### config.mk
export PLATFORM = sky130hd
export DESIGN_NAME = regfile_port_ctrl
export DESIGN_NICKNAME = d
export VERILOG_FILES = /design/src/rtl/regfile_port_ctrl.sv
export SDC_FILE = /design/constraint.sdc
export NUM_CORES = 1
export LEC_CHECK = 0
export BUFFER_PORTS_ARGS = -buffer_cell sky130_fd_sc_hd__buf_2
export CORE_ASPECT_RATIO = 0.6
export CORE_UTILIZATION = 48
export CTS_BUF_LIST = sky130_fd_sc_hd__clkbuf_8
export CTS_CLUSTER_SIZE = 12
export DETAILED_ROUTE_END_ITERATION = 8
export PLACE_DENSITY = 0.82
export SETUP_SLACK_MARGIN = 0.5
export SLEW_MARGIN = 20
export SYNTH_ARGS = -nofsm -noshare
export SYNTH_HDL_FRONTEND = slang
export SYNTH_SLANG_ARGS = --single-unit
### constraint.sdc
create_clock -name clk -period 2.4 [get_ports clk]
set_input_delay 0.72 -clock clk [delete_from_list [all_inputs] [get_ports clk]]
set_output_delay 0.72 -clock clk [all_outputs]
set_load 0.01 [all_outputs]
### src/rtl/regfile_port_ctrl.sv
`default_nettype none
// ============================================================================
// Module   : regfile_port_ctrl
// Brief    : Sole initiator of the CPU register file. It accepts single
//            read/write requests over valid/ready, drives the register-file
//            ports from flops, and returns read data or a write acknowledge
//            on a valid/ready response channel.
// Options  : REGFILE_PORT_CTRL_SCRUB_EN - when defined, the register file is
//            zero-scrubbed (indices 0..NREG-1) after every reset release.
// Revision : 1.0 - initial release
// ============================================================================
module regfile_port_ctrl #(
  parameter  int NREG = 32,
  parameter  int DW   = 32,
  localparam int AW   = $clog2(NREG)
) (
  input  logic          clk,
  input  logic          reset,       // asynchronous, active-low
  // request channel
  input  logic          i_req_valid,
  output logic          o_req_ready,
  input  logic          i_req_we,
  input  logic [AW-1:0] i_req_rs1,
  input  logic [AW-1:0] i_req_rs2,
  input  logic [AW-1:0] i_req_rd,
  input  logic [DW-1:0] i_req_wdata,
  // response channel
  output logic          o_rsp_valid,
  input  logic          i_rsp_ready,
  output logic [DW-1:0] o_rsp_data1,
  output logic [DW-1:0] o_rsp_data2,
  output logic          o_rsp_wr,
  output logic          o_busy,
  // register-file ports
  output logic [AW-1:0] o_rf_rs1,
  output logic [AW-1:0] o_rf_rs2,
  output logic [AW-1:0] o_rf_rd,
  output logic [DW-1:0] o_rf_din,
  output logic          o_rf_rw,
  output logic          o_rf_enable,
  input  logic [DW-1:0] i_rf_out1,
  input  logic [DW-1:0] i_rf_out2
);

  typedef enum logic [2:0] {
    ST_IDLE  = 3'd0,
    ST_WR    = 3'd1,
    ST_RD    = 3'd2,
    ST_RSP   = 3'd3
`ifdef REGFILE_PORT_CTRL_SCRUB_EN
    ,
    ST_SCRUB = 3'd4
`endif
  } state_t;

  state_t        r_state;
  logic          r_req_ready;
  logic          r_rsp_valid;
  logic [DW-1:0] r_rsp_data1;
  logic [DW-1:0] r_rsp_data2;
  logic          r_rsp_wr;
  logic          r_busy;
  logic [AW-1:0] r_rf_rs1;
  logic [AW-1:0] r_rf_rs2;
  logic [AW-1:0] r_rf_rd;
  logic [DW-1:0] r_rf_din;
  logic          r_rf_rw;
  logic          r_rf_enable;
`ifdef REGFILE_PORT_CTRL_SCRUB_EN
  logic [AW-1:0] r_scrub_idx;
  logic          r_scrub_done;
`endif

  logic w_accept;

  // A request is taken only while idle and advertising ready.
  assign w_accept = i_req_valid && r_req_ready && (r_state == ST_IDLE);

  // Sequencer: every output is a flop so the register file sees clean,
  // edge-aligned strobes and indices.
  always_ff @(posedge clk or negedge reset) begin
    if (!reset) begin
`ifdef REGFILE_PORT_CTRL_SCRUB_EN
      r_state      <= ST_SCRUB;
      r_scrub_idx  <= '0;
      r_scrub_done <= 1'b0;
`else
      r_state      <= ST_IDLE;
`endif
      r_req_ready  <= 1'b0;
      r_rsp_valid  <= 1'b0;
      r_rsp_data1  <= '0;
      r_rsp_data2  <= '0;
      r_rsp_wr     <= 1'b0;
      r_busy       <= 1'b0;
      r_rf_rs1     <= '0;
      r_rf_rs2     <= '0;
      r_rf_rd      <= '0;
      r_rf_din     <= '0;
      r_rf_rw      <= 1'b0;
      r_rf_enable  <= 1'b0;
    end else begin
      r_rf_enable <= 1'b1;
      case (r_state)
        ST_IDLE: begin
          r_req_ready <= 1'b1;
          if (w_accept) begin
            r_req_ready <= 1'b0;
            r_busy      <= 1'b1;
            r_rf_rs1    <= i_req_rs1;
            r_rf_rs2    <= i_req_rs2;
            r_rf_rd     <= i_req_rd;
            r_rf_din    <= i_req_wdata;
            if (i_req_we) begin
              // x0 is hard-wired: acknowledge the write but never strobe it
              r_rf_rw <= |i_req_rd;
              r_state <= ST_WR;
            end else begin
              r_state <= ST_RD;
            end
          end
        end
        ST_WR: begin
          r_rf_rw     <= 1'b0;
          r_rsp_valid <= 1'b1;
          r_rsp_wr    <= 1'b1;
          r_rsp_data1 <= '0;
          r_rsp_data2 <= '0;
          r_state     <= ST_RSP;
        end
        ST_RD: begin
          // Read data is combinational from the indices driven this cycle
          r_rsp_data1 <= (r_rf_rs1 == '0) ? '0 : i_rf_out1;
          r_rsp_data2 <= (r_rf_rs2 == '0) ? '0 : i_rf_out2;
          r_rsp_valid <= 1'b1;
          r_rsp_wr    <= 1'b0;
          r_state     <= ST_RSP;
        end
        ST_RSP: begin
          if (i_rsp_ready) begin
            r_rsp_valid <= 1'b0;
            r_req_ready <= 1'b1;
            r_busy      <= 1'b0;
            r_state     <= ST_IDLE;
          end
        end
`ifdef REGFILE_PORT_CTRL_SCRUB_EN
        ST_SCRUB: begin
          if (!r_scrub_done) begin
            r_busy   <= 1'b1;
            r_rf_rw  <= 1'b1;
            r_rf_rd  <= r_scrub_idx;
            r_rf_din <= '0;
            if (r_scrub_idx == AW'(NREG - 1)) begin
              r_scrub_done <= 1'b1;
            end else begin
              r_scrub_idx <= r_scrub_idx + 1'b1;
            end
          end else begin
            // Last strobe completes on this edge; hand over to IDLE ready
            r_rf_rw     <= 1'b0;
            r_busy      <= 1'b0;
            r_req_ready <= 1'b1;
            r_state     <= ST_IDLE;
          end
        end
`endif
        default: begin
          r_rf_rw     <= 1'b0;
          r_rsp_valid <= 1'b0;
          r_req_ready <= 1'b0;
          r_busy      <= 1'b0;
          r_state     <= ST_IDLE;
        end
      endcase
    end
  end

  assign o_req_ready = r_req_ready;
  assign o_rsp_valid = r_rsp_valid;
  assign o_rsp_data1 = r_rsp_data1;
  assign o_rsp_data2 = r_rsp_data2;
  assign o_rsp_wr    = r_rsp_wr;
  assign o_busy      = r_busy;
  assign o_rf_rs1    = r_rf_rs1;
  assign o_rf_rs2    = r_rf_rs2;
  assign o_rf_rd     = r_rf_rd;
  assign o_rf_din    = r_rf_din;
  assign o_rf_rw     = r_rf_rw;
  assign o_rf_enable = r_rf_enable;

endmodule
`default_nettype wire

==> impl_table.tex <==
\begin{tabular}{lr}
\hline
Metric & Value \\
\hline
\multicolumn{2}{l}{\textbf{Setup path}} \\
R2R cell count & 4 \\
Crit start category & flop \\
Worst path required time & 2660 ps \\
Worst flop-to-flop path endpoint & o\_rsp\_data1[29] \\
RR Startpoint & o\_rf\_rs1[0] \\
Type of the setup path with the least slack & flop to flop \\
Worst-case register-to-register setup slack & $\sim$640 ps \\
Capturing element type of the critical path & flop \\
Top fanout value on the critical path & 32 \\
Data arrival at the endpoint of the critical path & between 2000 and 2500 ps \\
\multicolumn{2}{l}{\textbf{Yosys}} \\
Post-synthesis instance area & slightly below 5000 µm² \\
Leading cell types by total area after synthesis & dfrtp\_1 61\%, mux2\_2 11\%, o22ai\_1 6.9\% \\
Average cell area after synthesis & 11.6 µm² \\
Number of nets produced by synthesis & $\sim$540 \\
Instance count of the mapped netlist & 420 \\
Share of synthesized area occupied by flip-flops and latches & 0.610 \\
Distinct cell type count after synthesis & 27 \\
Library cell occupying the most area in the post-synthesis netlist & dfrtp\_1 \\
Register bit total from synthesis & about 120 \\
Synthesis warning total & 0 \\
Synth top area share & 0.610 \\
\multicolumn{2}{l}{\textbf{Die}} \\
Initial core utilization & 0.494 \\
Core Footprint & a little under 10000 µm² \\
Overall die area & $\sim$11000 µm² \\
Count of standard-cell rows & 28 \\
IO Count & around 230 \\
Height of the chip & about 80 µm \\
Horizontal die dimension & roughly 130 µm \\
\multicolumn{2}{l}{\textbf{Route}} \\
Post-route ant nets & 0 \\
Number of detailed-route iterations in the first pass & 4 \\
Routed vias & $\sim$3900 \\
Post-detailed-routing wire length & roughly 12000 µm \\
Drt wl/cell & 14.9 µm \\
First-iteration detailed-routing DRC count & 233 \\
DR DRC count & 0 \\
Vias per cell & between 4 and 5 \\
\multicolumn{2}{l}{\textbf{Global route}} \\
Overall track demand over capacity in global routing & 0.230 \\
Global-route met3 utilization & 0.0865 \\
Aggregate global routing overflow & 0 \\
GRT busiest layer & met2 \\
Pin count of the biggest net entering global routing & 85 \\
Met1 demand-to-capacity share in global routing & 0.275 \\
Via count of the first global-routing pass & around 3800 \\
Antenna violations before repair & 0 \\
Met2 routing resource usage after global routing & 0.388 \\
First-pass GRT wire length & 18600 µm \\
\multicolumn{2}{l}{\textbf{Timing}} \\
Worst hold slack & between 300 and 400 ps \\
Unrepaired setup endpoints after global routing & no \\
Final worst path period share & 0.735 \\
Final setup violation count & 0 \\
Max Clock Freq & approximately 0.57 GHz \\
Shortest clock period the worst path allows after layout & between 1500 and 2000 ps \\
TNS Setup & 0 ps \\
Number of slew-limit violations in the final report & 0 \\
Hold violation count in the final report & 0 \\
Clock skew after layout & a little under 10 ps \\
\multicolumn{2}{l}{\textbf{Placed design}} \\
Post-place instance area & about 6000 µm² \\
GPL Wtd Cong & 0.823 \\
Number of buffer cells added on primary ports & 232 \\
Half-perimeter wire length after detailed placement & about 8600 µm \\
\multicolumn{2}{l}{\textbf{Power and ir drop}} \\
Power Dens Cells & 1460 nW/µm² \\
Leakage power of the design & roughly 3.4 nW \\
Worst ir drop on vdd & about 780 µV \\
\multicolumn{2}{l}{\textbf{CTS}} \\
Sinks on the clock net & roughly 120 \\
Number of buffers created by CTS & 17 \\
Longest Clk Path Bufs & 2 \\
Clock latency on the worst-skew pair & between 400 and 500 ps \\
Register clock-pin slew on the reported worst setup and hold paths & about 60 ps \\
CTS tree & built \\
Clock root cell & clkbuf\_8 \\
CTS H-tree lvls & 4 \\
\multicolumn{2}{l}{\textbf{Run status}} \\
Status & finished clean \\
\multicolumn{2}{l}{\textbf{Worst hold path}} \\
Type of the most critical hold path & primary input to async pin \\
\multicolumn{2}{l}{\textbf{Layout}} \\
Layout-stage area growth over the synthesis result & 33.6\% \\
Total non-filler cell area in the finished layout & 6530 µm² \\
Proportion of layout cells with a drive suffix above 1 & 0.498 \\
Layout Nets & 773 \\
Number of antenna repair diodes & 0 \\
\multicolumn{2}{l}{\textbf{Flow run}} \\
Number of violations of the max-capacitance limit & 0 \\
\hline
\end{tabular}
==> critical path, stage by stage (launching register included) <==
cell and delay [ps]:
dfrtp_1 390, or4_4 550, o21ai_4 120, buf_4 360, o22ai_1 170
==> what timing repair did <==
action                     in CTS  in global routing
hold buffers                    0                  0
setup endpoints to repair       0                  1
buffers inserted                0                  0
resized for setup               0                  1
==> worst max-delay path by stage <==
stage / slack, ps / depth (start not counted) / endpoint / from
CTS: 630 / 4 / o_rsp_data1[29] / o_rf_rs1[0]
global route: 550 / 4 / o_rsp_data1[17] / o_rf_rs1[0]
detailed placement: 540 / 4 / o_rf_din[4] / i_req_valid
global placement: 600 / 4 / o_rf_din[9] / i_req_valid
floorplan: 660 / 6 / o_rsp_data1[12] / r_state[0]
finish: 640 / 4 / o_rsp_data1[29] / o_rf_rs1[0]
==> routing by layer <==
layer | up-vias | share of wire
met5 | - | 0
met4 | 0 | 0.011
met3 | 13 | 0.073
met2 | 159 | 0.51
met1 | 1858 | 0.41
li1 | 1869 | -
==> layout by cell type, fill, tap and decap left out, types with 3 or more instances in the layout <==
cell      Yosys  final
nand2_1      65     65
o22ai_2      10     10
o22ai_1      54     54
buf_2         7    231
inv_1        67     70
buf_4         0      4
ha_1          5      4
mux2_2       48     48
dfrtp_1     119    119
nor2_1        4      4
o41ai_1       3      3
clkinv_2      0      4
clkbuf_8      0     20
buf_12        0      4
==> registers in the layout (all words and copies together), names as in the netlist <==
signal	flops
o_busy	1
o_req_ready	1
o_rf_din	32
o_rf_enable	1
o_rf_rd	5
o_rf_rs1	5
o_rf_rs2	5
o_rf_rw	1
o_rsp_data1	32
o_rsp_data2	32
o_rsp_valid	1
o_rsp_wr	1
r_state	2
==> cells by family (layout without fill, tap and decap cells) <==
kind of cell    count (synthesis)  count (layout)  synth area share
mux                            49              49             0.113
buf+inv                        93             334            0.0825
other cells                     1               1          0.000768
simple gates                   77              77            0.0648
fa+ha+maj                       5               5            0.0128
flops                         119             119             0.610
compound gates                 76              76             0.117
==> cells in the mapped netlist <==
cell       number
buf_2           7
or4_1           1
nand3_1         1
o2111ai_1       1
a21oi_1         1
o21ai_0         2
dfrtp_1       119
o22ai_1        54
ha_1            5
o32a_1          1
inv_1          67
o41ai_1         3
a31oi_1         1
a21boi_1        1
buf_1           2
o21ai_4         2
mux2i_1         1
nor2b_1         2
o22ai_2        10
nor2_1          4
mux2_2         48
nor3_1          2
or4_4           2
clkbuf_1       11
conb_1          1
nand2_1        65
buf_6           6
==> power by group <==
group	total (W)	internal [W]	switching, W
logic	0.00451	0.00195	0.00256
registers	0.00346	0.00294	0.000518
clock network	0.00157	0.000859	0.000714
==> final cells by class <==
| cell class | instances | area [µm²] |
|---|---|---|
| fillers | 762 | 3350 |
| well taps | 135 | 169 |
| inverters | 67 | 251 |
| flip-flops and latches | 119 | 2980 |
| clock buffers | 20 | 275 |
| clock inverters | 8 | 61.3 |
| repair buffers | 239 | 1270 |
| multi-input cells | 208 | 1520 |
==> through the flow <==
step | worst slack [ps] | utilization | power [W] | cells
5_1_grt | 548 | 0.660 | 0.0102 | 796
3_3_place_gp | 598 | 0.626 | 0.00778 | 768
4_1_cts | 628 | 0.660 | 0.00962 | 796
3_5_place_dp | 537 | 0.626 | 0.00802 | 768
2_1_floorplan | 655 | - | 0.00639 | 420
6_report | 637 | 0.660 | 0.00955 | 796
(Power assumes the default switching activity.)
